**src/rtl/iic_arb_pkg.sv**
```systemverilog
// iic_arb_pkg: shared definitions for the camera SCCB/I2C bus arbiter.
//   - arb_state_t : arbiter FSM encoding (IDLE=0, ISSUE=1, BUSY=2, RELEASE=3)
//   - IIC_ADDR_W / IIC_NUM_W / IIC_DATA_W : per-requester field widths
package iic_arb_pkg;

  localparam int IIC_ADDR_W = 16;
  localparam int IIC_NUM_W  = 6;
  localparam int IIC_DATA_W = 8;

  typedef enum logic [1:0] {
    IDLE    = 2'd0,
    ISSUE   = 2'd1,
    BUSY    = 2'd2,
    RELEASE = 2'd3
  } arb_state_t;

endpackage

```
**src/rtl/iic_bus_arbiter_rr_pick.sv**
```systemverilog
// rr_pick: combinational round-robin picker.
//   pend [NUM_REQ-1:0] : pending requesters
//   ptr  [IDX_W-1:0]   : index with highest priority this round
//   win  [IDX_W-1:0]   : first pending index at or after ptr (wrapping)
//   vld                : at least one requester pending
module rr_pick #(
  parameter int NUM_REQ = 2,
  parameter int IDX_W   = 1
) (
  input  logic [NUM_REQ-1:0] pend,
  input  logic [IDX_W-1:0]   ptr,
  output logic [IDX_W-1:0]   win,
  output logic               vld
);

  // Rotate so that bit 0 is the requester at ptr; the first set bit of
  // rot then gives the winner's offset from ptr.
  logic [NUM_REQ-1:0] rot;
  int                 sum;

  assign rot = (pend >> ptr) | (pend << (NUM_REQ - int'(ptr)));

  always_comb begin
    win = '0;
    vld = 1'b0;
    sum = 0;
    for (int i = 0; i < NUM_REQ; i++) begin
      if (!vld && rot[i]) begin
        vld = 1'b1;
        sum = int'(ptr) + i;
        if (sum >= NUM_REQ) sum = sum - NUM_REQ;
        win = IDX_W'(sum);
      end
    end
  end

endmodule

```
**src/rtl/iic_bus_arbiter.sv**
```systemverilog
// iic_bus_arbiter: shares one SCCB/I2C driver between NUM_REQ requesters.
// Round-robin arbitration, one transaction at a time, driver handshakes
// routed back to the owning requester only.
//
// Handshake: i_req_wr/i_req_rd are levels held by a requester until its
// o_done pulse. o_drv_wr_req/o_drv_rd_req are single-cycle pulses. Driver
// pulses (new_byte, rd_vld, done, error) are forwarded to bit [owner] only
// while the FSM is in ISSUE or BUSY; at any other time they are dropped.
//
// Ports: clk, rst_n (async, active low); per-requester packed request
// fields i_req_*; per-requester routed returns o_gnt, o_req_new_byte,
// o_rd_vld, o_done, o_error; broadcast o_rd_data; driver side o_drv_* /
// i_drv_*; o_dbg_state exposes the FSM state.
//
// Optional build macro IIC_ARB_TIMEOUT_EN: a BUSY watchdog of TIMEOUT_CYC
// cycles that ends a stuck transaction with o_done and o_error.
module iic_bus_arbiter
  import iic_arb_pkg::*;
#(
  parameter int NUM_REQ     = 2,
  parameter int TIMEOUT_CYC = 2_000_000
) (
  input  logic                    clk,
  input  logic                    rst_n,
  input  logic [NUM_REQ-1:0]      i_req_wr,
  input  logic [NUM_REQ-1:0]      i_req_rd,
  input  logic [16*NUM_REQ-1:0]   i_req_addr,
  input  logic [6*NUM_REQ-1:0]    i_req_wr_num,
  input  logic [6*NUM_REQ-1:0]    i_req_rd_num,
  input  logic [8*NUM_REQ-1:0]    i_req_wr_data,
  output logic [NUM_REQ-1:0]      o_gnt,
  output logic [NUM_REQ-1:0]      o_req_new_byte,
  output logic [7:0]              o_rd_data,
  output logic [NUM_REQ-1:0]      o_rd_vld,
  output logic [NUM_REQ-1:0]      o_done,
  output logic [NUM_REQ-1:0]      o_error,
  output logic [15:0]             o_drv_addr,
  output logic                    o_drv_wr_req,
  output logic                    o_drv_rd_req,
  output logic [5:0]              o_drv_wr_num,
  output logic [5:0]              o_drv_rd_num,
  output logic [7:0]              o_drv_wr_data,
  input  logic                    i_drv_new_byte,
  input  logic [7:0]              i_drv_rd_byte,
  input  logic                    i_drv_rd_vld,
  input  logic                    i_drv_done,
  input  logic                    i_drv_error,
  output logic [1:0]              o_dbg_state
);

  localparam int IDX_W = (NUM_REQ > 2) ? 2 : 1;

  arb_state_t           state;
  logic [IDX_W-1:0]     ptr;
  logic [IDX_W-1:0]     owner;
  logic [IDX_W-1:0]     win;
  logic                 win_vld;
  logic                 win_wr;
  logic [NUM_REQ-1:0]   win_oh;
  logic [NUM_REQ-1:0]   owner_oh;
  logic                 active;
  logic                 tmo_hit;

  rr_pick #(
    .NUM_REQ (NUM_REQ),
    .IDX_W   (IDX_W)
  ) u_rr_pick (
    .pend (i_req_wr | i_req_rd),
    .ptr  (ptr),
    .win  (win),
    .vld  (win_vld)
  );

  assign win_oh   = NUM_REQ'(1) << win;
  assign owner_oh = NUM_REQ'(1) << owner;
  // Write wins when a requester raises both wr and rd.
  assign win_wr   = |(i_req_wr & win_oh);
  assign active   = (state == ISSUE) || (state == BUSY);

`ifdef IIC_ARB_TIMEOUT_EN
  localparam int TO_W = $clog2(TIMEOUT_CYC);
  logic [TO_W-1:0] tmo_cnt;

  // Held at zero outside BUSY, so it restarts for every transaction.
  always_ff @(posedge clk or negedge rst_n) begin
    if (!rst_n)              tmo_cnt <= '0;
    else if (state != BUSY)  tmo_cnt <= '0;
    else                     tmo_cnt <= tmo_cnt + 1'b1;
  end

  assign tmo_hit = (state == BUSY) && (tmo_cnt == TO_W'(TIMEOUT_CYC - 1));
`else
  logic unused_timeout_cfg;
  assign unused_timeout_cfg = ^TIMEOUT_CYC;
  assign tmo_hit = 1'b0;
`endif

  always_ff @(posedge clk or negedge rst_n) begin
    if (!rst_n) begin
      state        <= IDLE;
      ptr          <= '0;
      owner        <= '0;
      o_gnt        <= '0;
      o_drv_wr_req <= 1'b0;
      o_drv_rd_req <= 1'b0;
      o_drv_addr   <= '0;
      o_drv_wr_num <= '0;
      o_drv_rd_num <= '0;
    end else begin
      o_drv_wr_req <= 1'b0;
      o_drv_rd_req <= 1'b0;
      case (state)
        IDLE: begin
          if (win_vld) begin
            owner        <= win;
            o_drv_addr   <= IIC_ADDR_W'(i_req_addr   >> (IIC_ADDR_W * int'(win)));
            o_drv_wr_num <= IIC_NUM_W'(i_req_wr_num  >> (IIC_NUM_W  * int'(win)));
            o_drv_rd_num <= IIC_NUM_W'(i_req_rd_num  >> (IIC_NUM_W  * int'(win)));
            o_gnt        <= win_oh;
            o_drv_wr_req <= win_wr;
            o_drv_rd_req <= !win_wr;
            state        <= ISSUE;
          end
        end
        ISSUE: state <= BUSY;
        BUSY: begin
          if (i_drv_done || tmo_hit) begin
            o_gnt <= '0;
            ptr   <= (int'(owner) + 1 >= NUM_REQ) ? '0 : owner + 1'b1;
            state <= RELEASE;
          end
        end
        RELEASE: state <= IDLE;
        default: state <= IDLE;
      endcase
    end
  end

  // Return path: only the owner sees driver activity, and only while its
  // transaction is live.
  always_comb begin
    o_req_new_byte = '0;
    o_rd_vld       = '0;
    o_done         = '0;
    o_error        = '0;
    if (active) begin
      if (i_drv_new_byte)          o_req_new_byte = owner_oh;
      if (i_drv_rd_vld)            o_rd_vld       = owner_oh;
      if (i_drv_done || tmo_hit)   o_done         = owner_oh;
      if (i_drv_error || tmo_hit)  o_error        = owner_oh;
    end
  end

  // Owner may update its data after each o_req_new_byte; no register here.
  assign o_drv_wr_data = IIC_DATA_W'(i_req_wr_data >> (IIC_DATA_W * int'(owner)));
  assign o_rd_data     = i_drv_rd_byte;
  assign o_dbg_state   = state;

endmodule

```
**config.mk**
```make
export PLATFORM = sky130hd
export DESIGN_NAME = iic_bus_arbiter
export DESIGN_NICKNAME = d
export VERILOG_FILES = /design/src/rtl/iic_arb_pkg.sv /design/src/rtl/iic_bus_arbiter_rr_pick.sv /design/src/rtl/iic_bus_arbiter.sv
export SDC_FILE = /design/constraint.sdc
export NUM_CORES = 1
export LEC_CHECK = 0
export CORE_ASPECT_RATIO = 0.75
export CORE_MARGIN = 2
export CORE_UTILIZATION = 46
export DETAILED_ROUTE_END_ITERATION = 10
export DONT_BUFFER_PORTS = 1
export GPL_TIMING_DRIVEN = 0
export PLACE_DENSITY = 0.68
export SLEW_MARGIN = 25
export SYNTH_ARGS = -nofsm -noshare
export SYNTH_HDL_FRONTEND = slang
export SYNTH_SLANG_ARGS = --single-unit
```
**constraint.sdc**
```tcl
create_clock -name clk -period 2 [get_ports clk]
set_input_delay 0.4 -clock clk [delete_from_list [all_inputs] [get_ports clk]]
set_output_delay 0.4 -clock clk [all_outputs]
set_load 0.02 [all_outputs]
```
==> impl_metrics.json <==
{
  "status": "complete, no violations",
  "critPathSlowestCell": "dfrtp_2",
  "rows": 21,
  "core-area_um2": 4570,
  "root_buffer": "clkbuf_8",
  "synthSimpleGateAreaFrac": 0.184,
  "drt_wl_total_um": 4790,
  "cts.sinks": 36,
  "multi_input_area_um2": 1110,
  "worstReg2RegStart": "o_dbg_state[0]$_DFFE_PN0P_",
  "die-width_um": 84.4,
  "dp_hpwl_um": 3550,
  "synthDistinctLibCells": 28,
  "io_buffers": 0,
  "leakage_nw": 0.972,
  "yosysTopAreaCellShare": 0.404,
  "relSlewSlack": 0.682,
  "fill_cells": 421,
  "syn2layout_area_growth_pct": 9.43,
  "fmax_mhz": 522,
  "synthTopCellsByArea": "dfrtp_1 (40%), a21oi_2 (21%), nand2_1 (5.7%)",
  "path_max_fanout": 7,
  "utilization": 0.533,
  "synth_nets": 315,
  "synthAdderAreaFrac": 0.0112,
  "worst_pin_slew_ps": 477,
  "netlist_area_um2": 2230,
  "drtAntennaViolNets": 0,
  "insertedDiodeCount": 0,
  "antenna_found_initial": 0,
  "crit_start": "o_dbg_state[0]$_DFFE_PN0P_",
  "dp.cells": 280,
  "totalPowerFinal_mw": 4.61,
  "crit_arrival_ps": 1520,
  "grt_pass1_wl_um": 7620,
  "hold_class": "input pin to register",
  "path_clk_slew_ps": 70,
  "setup_violations": 0,
  "start_kind": "register",
  "clock_latency_ps": 280,
  "nets": 323,
  "synth-seq-cells": 36,
  "worstSetupPathType": "register to output port",
  "firstDrtPassIters": 4,
  "finalHoldViolCount": 0,
  "synth_top_family_by_area": "compound AO/OA/AOI/OAI gates",
  "grt-ovfl-total": 0,
  "crit_path_end_kind": "output port",
  "ios": 148,
  "critPathRequiredTime_ps": 1600,
  "place.gp.congestion": 0.722,
  "drive_above_1_share": 0.513,
  "synth_xor_area_frac": 0,
  "start_util": 0.487,
  "drtIter0Drc": 65,
  "rsz0062_at_grt": "false",
  "vias": 1569,
  "ys_seq_area_frac": 0.404,
  "die_y_um": 64.3,
  "post-route-period-util": 0.958,
  "p_per_area_nw_per_um2": 1890,
  "htreeDepth": 2,
  "finalClockSkew_ps": 5.59,
  "peakVddDrop_mv": 0.966,
  "period_needed_ps": 1920,
  "muxShareOfSynthArea": 0.0404,
  "grt_use_total": 0.176,
  "setup_tns_ps": 0,
  "hp-start": "i_req_addr[1]",
  "grt_pass1_vias": 1582,
  "synth_cells": 223,
  "cts-buffers-inserted": 5,
  "regArea_um2": 903,
  "instances_no_fill": 289,
  "remaining_drc_errors": 0,
  "cts_tree": "built",
  "maxCapViolations": 0,
  "via_per_inst": 5.43,
  "grt_max_degree": 37,
  "syn-mean-instance-area_um2": 9.99,
  "wl_per_cell_um": 16.6,
  "synth_warnings": 0,
  "critPathMaxStageDelay_ps": 460,
  "synth_compound_area_frac": 0.256,
  "drv_slew": 0,
  "worstPathCellList": "inv_1 > ha_4 > nor2b_2 > and2_2",
  "dieArea_um2": 5420,
  "synth_top_area_cell": "dfrtp_1",
  "clock_path_buffers": 2
}
-- through the flow --
step	worst slack, ps	hold WS [ps]	area, um2
finish	84.7	246	2440
global route	3.99	238	2440
CTS	9.98	236	2440
detailed placement	178	105	2300
global placement	202	105	2300
floorplan	316	104	2230
-- placed cells by master, fill, tap and decap left out, drive strengths merged --
master / Yosys / routed
a21oi: 59 / 59
dfrtp: 36 / 36
nand2: 34 / 34
nor2: 34 / 34
buf: 16 / 17
clkbuf: 6 / 13
mux2: 8 / 8
inv: 5 / 5
and3: 4 / 4
and2: 3 / 3
o21ai: 3 / 3
nor2b: 3 / 3
o32ai: 2 / 2
ha: 2 / 2
o21a: 1 / 1
nor3b: 1 / 1
o22a: 1 / 1
nor4: 1 / 1
nand2b: 1 / 1
a211oi: 1 / 1
o22ai: 1 / 1
a22o: 1 / 1
dlygate4sd3: 0 / 1
-- metal layers --
| metal | GRT usage | vias up | share of wire |
|---|---|---|---|
| met4 | 0.0357 | 0 | 0.0044 |
| li1 | - | 756 | - |
| met2 | 0.285 | 77 | 0.46 |
| met5 | 0 | - | 0 |
| met1 | 0.219 | 731 | 0.42 |
| met3 | 0.0801 | 5 | 0.11 |
-- kinds of logic after synthesis --
| kind of cell | count (synthesis) |
|---|---|
| AND/OR/NAND/NOR | 81 |
| AO/OA/AOI/OAI | 69 |
| flip-flops | 36 |
| buffers and inverters | 27 |
| multiplexers | 8 |
| adder cells (fa/ha/maj) | 2 |
-- final timing paths --
kind	to	cells past startpoint	slack, ps
max	o_req_new_byte[0]	4	80
min	o_drv_addr[1]$_DFFE_PN0P_	2	250
max reg2reg	o_drv_wr_num[0]$_DFFE_PN0P_	7	370
min reg2reg	ptr$_DFFE_PN0P_	2	600
max in group asynchronous	o_dbg_state[0]$_DFFE_PN0P_	2	1210
min in group asynchronous	o_drv_addr[1]$_DFFE_PN0P_	2	570
-- worst max-delay path, delay by kind of cell (launching register included) --
family / cells / cell delay [ps]
adders and majority gates: 1 / 240
and+or+nand+nor: 2 / 400
DFF: 1 / 460
buffers and inverters: 1 / 140
-- cell usage after synthesis (all sizes together) --
cell type  number
a21oi          59
dfrtp          36
nand2          34
nor2           34
buf            16
mux2            8
clkbuf          6
inv             5
and3            4
and2            3
nor2b           3
o21ai           3
ha              2
o32ai           2
a211oi          1
a22o            1
nand2b          1
nor3b           1
nor4            1
o21a            1
o22a            1
o22ai           1
-- power by group --
part / total [mW] / leakage [nW] / internal, mW / switching, mW
clock: 0.521 / 0.0455 / 0.281 / 0.240
sequential: 1.82 / 0.411 / 1.10 / 0.720
combinational: 2.27 / 0.516 / 0.996 / 1.27
total: 4.61 / 0.972 / 2.38 / 2.23
-- sequential cells by signal, indices dropped and copies added (netlist names) --
register	flops
o_drv_rd_req	1
o_drv_addr	16
o_drv_wr_num	6
o_dbg_state	2
ptr	1
o_drv_rd_num	6
o_drv_wr_req	1
o_gnt	2
owner	1
-- area by class of cell --
class | count | share of cell area
repair buffers | 2 | 0.0123
flip-flops and latches | 36 | 0.370
plain buffers | 21 | 0.0862
multi-input cells | 160 | 0.457
well taps | 57 | 0.0292
inverters | 5 | 0.00770
clock buffers | 8 | 0.0369
-- repair_timing --
item / in CTS / in global routing
hold buffers: 2 / 0
cloned: 0 / 0
endpoints found under the setup margin: 8 / 6
gates resized for setup: 5 / 3
endpoints found under the hold margin: 36 / 0
setup buffers: 0 / 0
(Power assumes the default switching activity.)
